[src/rtl/md_arbiter.sv]
// Round-robin arbiter that shares one HI/LO multiply/divide unit between two requesters.
// Issues a one-cycle aluop pulse, counts the unit latency and returns HI/LO to the owner.
module md_arbiter #(
  parameter int MUL_LAT = 5,
  parameter int DIV_LAT = 10
) (
  input  logic        clk,
  input  logic        reset,
  input  logic        req0,
  input  logic [2:0]  op0,
  input  logic [31:0] a0,
  input  logic [31:0] b0,
  input  logic        req1,
  input  logic [2:0]  op1,
  input  logic [31:0] a1,
  input  logic [31:0] b1,
  output logic        gnt0,
  output logic        gnt1,
  output logic [2:0]  md_op,
  output logic [31:0] md_a,
  output logic [31:0] md_b,
  input  logic [31:0] md_hi,
  input  logic [31:0] md_lo,
  output logic        busy,
  output logic        rsp_valid,
  output logic        rsp_id,
  output logic [31:0] rsp_hi,
  output logic [31:0] rsp_lo
);

  typedef enum logic [1:0] {IDLE, ISSUE, WAIT, DONE} state_e;

  localparam int LAT_MAX = (MUL_LAT > DIV_LAT) ? MUL_LAT : DIV_LAT;
  localparam int CNT_W   = $clog2(LAT_MAX + 1);
  localparam logic [CNT_W-1:0] MUL_CNT = CNT_W'(MUL_LAT - 1);
  localparam logic [CNT_W-1:0] DIV_CNT = CNT_W'(DIV_LAT - 1);

  state_e            state_q;
  logic              ptr_q;
  logic              id_q;
  logic [2:0]        op_q;
  logic [CNT_W-1:0]  cnt_q;
  logic [2:0]        md_op_q;
  logic [31:0]       md_a_q;
  logic [31:0]       md_b_q;

  logic              valid0_s;
  logic              valid1_s;
  logic              open_s;
  logic              take_s;
  logic              win_s;
  logic [2:0]        sel_op_s;
  logic [31:0]       sel_a_s;
  logic [31:0]       sel_b_s;

  function automatic logic op_ok(input logic [2:0] op);
    return (op >= 3'd1) && (op <= 3'd6);
  endfunction

  // Winner selection; grants are gated by reset so nothing is offered while it is held
  always_comb begin
    valid0_s = req0 && op_ok(op0);
    valid1_s = req1 && op_ok(op1);
    open_s   = ((state_q == IDLE) || (state_q == DONE)) && !reset;
    take_s   = 1'b0;
    win_s    = 1'b0;
    if (open_s && valid0_s && valid1_s) begin
      take_s = 1'b1;
      win_s  = ptr_q;
    end else if (open_s && valid0_s) begin
      take_s = 1'b1;
      win_s  = 1'b0;
    end else if (open_s && valid1_s) begin
      take_s = 1'b1;
      win_s  = 1'b1;
    end else begin
      take_s = 1'b0;
      win_s  = 1'b0;
    end
    sel_op_s = win_s ? op1 : op0;
    sel_a_s  = win_s ? a1  : a0;
    sel_b_s  = win_s ? b1  : b0;
  end

  // Transaction sequencer: grant, one-cycle issue, latency countdown, response
  always_ff @(posedge clk or posedge reset) begin
    if (reset) begin
      state_q <= IDLE;
      ptr_q   <= 1'b0;
      id_q    <= 1'b0;
      op_q    <= 3'd0;
      cnt_q   <= '0;
      md_op_q <= 3'd0;
      md_a_q  <= 32'd0;
      md_b_q  <= 32'd0;
    end else begin
      case (state_q)
        IDLE, DONE: begin
          if (take_s) begin
            id_q    <= win_s;
            op_q    <= sel_op_s;
            md_op_q <= sel_op_s;
            md_a_q  <= sel_a_s;
            md_b_q  <= sel_b_s;
            ptr_q   <= ~win_s;
            state_q <= ISSUE;
          end else begin
            state_q <= IDLE;
          end
        end
        ISSUE: begin
          md_op_q <= 3'd0;
          case (op_q)
            3'd1, 3'd2: begin
              if (MUL_LAT == 1) begin
                state_q <= DONE;
              end else begin
                cnt_q   <= MUL_CNT;
                state_q <= WAIT;
              end
            end
            3'd3, 3'd4: begin
              if (DIV_LAT == 1) begin
                state_q <= DONE;
              end else begin
                cnt_q   <= DIV_CNT;
                state_q <= WAIT;
              end
            end
            default: state_q <= DONE;
          endcase
        end
        WAIT: begin
          if (cnt_q == CNT_W'(1)) begin
            state_q <= DONE;
          end else begin
            cnt_q <= cnt_q - CNT_W'(1);
          end
        end
        default: state_q <= IDLE;
      endcase
    end
  end

  // HI/LO pass-through is zeroed outside the DONE strobe
  always_comb begin
    gnt0      = take_s && !win_s;
    gnt1      = take_s && win_s;
    md_op     = md_op_q;
    md_a      = md_a_q;
    md_b      = md_b_q;
    busy      = (state_q != IDLE);
    rsp_valid = (state_q == DONE) && !reset;
    rsp_id    = rsp_valid && id_q;
    rsp_hi    = rsp_valid ? md_hi : 32'd0;
    rsp_lo    = rsp_valid ? md_lo : 32'd0;
  end

endmodule

[config.mk]
export PLATFORM = sky130hd
export DESIGN_NAME = md_arbiter
export DESIGN_NICKNAME = d
export VERILOG_FILES = /design/src/rtl/md_arbiter.sv
export SDC_FILE = /design/constraint.sdc
export NUM_CORES = 1
export LEC_CHECK = 0
export CAP_MARGIN = 20
export CORE_AREA = 2 2 131 133
export DETAILED_ROUTE_END_ITERATION = 12
export DIE_AREA = 0 0 133 135
export PLACE_DENSITY = 0.61
export SYNTH_ARGS = -nofsm -noshare
export SYNTH_HDL_FRONTEND = slang
export SYNTH_SLANG_ARGS = --single-unit
[constraint.sdc]
create_clock -name clk -period 6.5 [get_ports clk]
set_input_delay 1.3 -clock clk [delete_from_list [all_inputs] [get_ports clk]]
set_output_delay 1.3 -clock clk [all_outputs]
set_load 0.005 [all_outputs]
==> summary.md <==
| Metric | Value |
|---|---|
| Internal Power | `about 1.8 mW` |
| Seq pwr share | `roughly a third` |
| Post-DP HPWL | `13730 um` |
| Netlist Area Pre-Place | `between 3000 and 4000 um^2` |
| Number of setup buffers added after CTS | `0` |
| Reg-to-reg endpoint | `op_q[0]$_DFFE_PP0P_` |
| EDFF count, synth | `0` |
| R2R Setup Slk | `about 4.0 ns` |
| RSZ-0062 raised after global routing | `false` |
| MaxCap Viol Count | `0` |
| Hold depth | `2` |
| CP required | `roughly 5.2 ns` |
| Total nets after synthesis | `652` |
| Global-route wire length before repair | `between 20000 and 30000 um` |
| Sw frac | `roughly a third` |
| Ys async rst share | `100.0%` |
| DIE AREA | `17960 um^2` |
| Max FO, Critical Path | `between 60 and 70` |
| Dominant synthesized flop cell | `dfrtp_1` |
| CP endpoint kind | `output port` |
| HP Start | `id_q$_DFFE_PP0P_` |
| Post-cts resize count | `0` |
| Pleak | `3.130 nW` |
| Worst hold slack | `approximately 0.53 ns` |
| Library cells used by synthesis | `34` |
| CP arrival | `roughly 3.7 ns` |
| Initial Util | `23.59%` |
| Clock skew | `between 0.005 and 0.006 ns` |
| Synth area leaders | `dfrtp_1 (50%), nor2_1 (14%), o22ai_1 (11%)` |
| CTS tree | `done` |
| Die Y-Extent | `135 um` |
| CP startpoint kind | `input port` |
| Placed cell count | `approximately 980` |
| Reg2reg start | `state_q[0]$_DFFE_PP0P_` |
| Synth Instances | `roughly 440` |
| Achievable clock frequency | `roughly 0.2 GHz` |
| Total CTS buffers | `9` |
| Worst Hold End | `id_q$_DFFE_PP0P_` |
| VDD IR max | `roughly 170 uV` |
| Slew margin rel. | `~31%` |
| CORE AREA | `between 15000 and 20000 um^2` |
| Sequential element share of the synthesized area | `approximately 50%` |
| Worst-Skew Late Latency | `between 0.3 and 0.4 ns` |
| Worst Reg-to-Reg Cells | `8` |
| DR pass1 iterations | `4` |
| Hold Crit Class | `register to register` |
| Total GRT Usage | `between 15 and 20%` |
| Worst Setup SP | `reset` |
| Antenna viol nets, final | `0` |
| Setup TNS | `0 ns` |
| Chip width | `about 130 um` |
| Power Dens Cells | `352.8 nW/um^2` |
| Post-layout net count | `978` |
| Initial antenna violation count | `0` |
| Hold-fix buffers, CTS | `0` |
| Clock Sinks | `just under 80` |
| Final Setup Violations | `0` |
| Final worst-path cycle share | `76.43%` |
| Status | `finished clean` |
| Vias | `4544` |
| Number of global-route vias before repair | `around 4800` |
| Final WL | `between 15000 and 20000 um` |
| Synth top area share | `approximately half` |
| Share of cells above drive strength 1 | `around 3.7%` |
| Final std cells w/o fill | `between 900 and 1000` |
| Drt via density | `4.571` |
| Logic gate share of total power | `48.4%` |
| GP Congestion | `approximately 0.9` |
| Clock Path Buffers | `2` |
| WL/cell | `roughly 18 um` |
| Clock share of power | `approximately 20%` |
| DRC violation count after routing | `0` |
| CP Class | `input port to output port` |
| Port-buffer cells | `between 300 and 400` |
| Worst Max-Slew Pin Slew | `a little over 1 ns` |
| Area leader, netlist | `dfrtp_1` |
| Diode count | `0` |
| DP Worst Slack | `roughly 1.6 ns` |
| Synth warn | `0` |
| NetSw | `between 0.9 and 1 mW` |
| Global route total overflow | `0` |
| Final Max Tran Viols | `0` |
| Number of H-tree levels | `3` |
| First DRT Iteration DRCs | `between 100 and 150` |
| Row Count | `47` |
| Pin count of the biggest net entering global routing | `79` |
| Area growth, synth to finish | `101.8%` |
| Syn avg cell area | `8.719 um^2` |
| Clk pin slew, worst setup/hold paths | `approximately 0.06 ns` |
| Clock root cell | `clkbuf_16` |
| I/O pin total | `~340` |
| Fin. Hold Viols | `0` |
| Setup ws final | `1.532 ns` |
| Flops & latches, synth | `78` |
| Final worst path period need | `between 4 and 5 ns` |
## sequential cells by signal, indices dropped and copies added (netlist names)
| signal | cells |
|---|---|
| md_a | 32 |
| md_b | 32 |
| cnt_q | 4 |
| md_op | 3 |
| op_q | 3 |
| state_q | 2 |
| id_q | 1 |
| ptr_q | 1 |
## cells in the mapped netlist, types with 3 or more instances
cell type and number:
ha_1 6, a31oi_1 3, nand2_1 5, buf_6 3, inv_1 12, o211ai_1 4
or3_1 3, nand3_1 5, and2_1 66, nand2b_1 3, o22ai_1 67, o21ai_0 6
a21oi_1 3, clkbuf_1 22, nor2_1 140, dfrtp_1 78
## worst max-delay path, cell delays in order
cell and delay (ns):
clkdlybuf4s50_1 0.54, nor2b_4 0.86, and2_1 0.40, clkdlybuf4s50_1 0.56
## power by group through the flow
stage	registers, mW	logic (mW)	clock network, mW
after floorplan	0.876	0.541	0
after global placement	0.866	1.30	0
after detailed placement	0.875	1.34	0
after CTS	0.874	1.35	0.573
after global routing	0.903	1.46	0.589
final	0.874	1.33	0.549
## metal layers
layer  routed length, um  global-route usage [%]  vias to the layer above
met5                   0                       0                        -
met4                 397                   5.974                        0
met3                1694                   7.207                       21
met2                8719                   33.59                      231
met1                7248                   23.88                     2138
li1                    -                       -                     2154
## metrics by stage
stage               utilization (%)  area (um^2)  power (mW)
floorplan                         -         3871       1.417
global placement              45.41         7450       2.168
detailed placement            45.53         7470       2.215
CTS                           47.49         7792       2.795
global route                  47.62         7812       2.953
finish                        47.62         7812       2.756
## cells by family (layout without fill, tap and decap cells)
| kind of cell | after synthesis | in the layout | synth area share [%] |
|---|---|---|---|
| AOI/OAI and AO/OA | 92 | 92 | 15.45 |
| adders and majority gates | 6 | 6 | 1.939 |
| buffers and inverters | 40 | 370 | 4.589 |
| DFF | 78 | 78 | 50.42 |
| muxes | 1 | 1 | 0.2909 |
| and+or+nand+nor | 227 | 227 | 27.31 |
## cell type report
| class | instances | area [um^2] |
|---|---|---|
| sequential | 78 | 1952 |
| tap | 220 | 275.3 |
| inverter | 12 | 46.29 |
| clock buffer | 10 | 239.0 |
| timing repair buffer | 343 | 3443 |
| clock inverter | 5 | 83.83 |
| multi-input combinational | 326 | 1773 |
| fill | 1512 | 8594 |
## cell usage in the layout, fill, tap and decap left out, types with 2 or more instances in the layout
cell type,n
and2_1,66
nand2b_1,3
o211ai_1,4
dfrtp_1,78
a21oi_1,2
inv_1,11
nand2_1,5
o21ai_0,6
a31oi_1,3
bufinv_16,2
or3_1,3
buf_12,2
nor2_1,140
clkbuf_16,9
nand3_1,5
clkinvlp_4,2
clkdlybuf4s50_1,337
o22ai_1,67
buf_4,4
ha_1,6
## worst max-delay path by stage
stage	to	slack, ns	cells past startpoint
floorplan	gnt1	1.25	5
global placement	rsp_hi[31]	1.60	4
detailed placement	rsp_hi[31]	1.56	4
CTS	rsp_hi[31]	1.54	4
global route	rsp_hi[31]	1.39	4
finish	rsp_hi[31]	1.53	4
(Power assumes the default switching activity.)
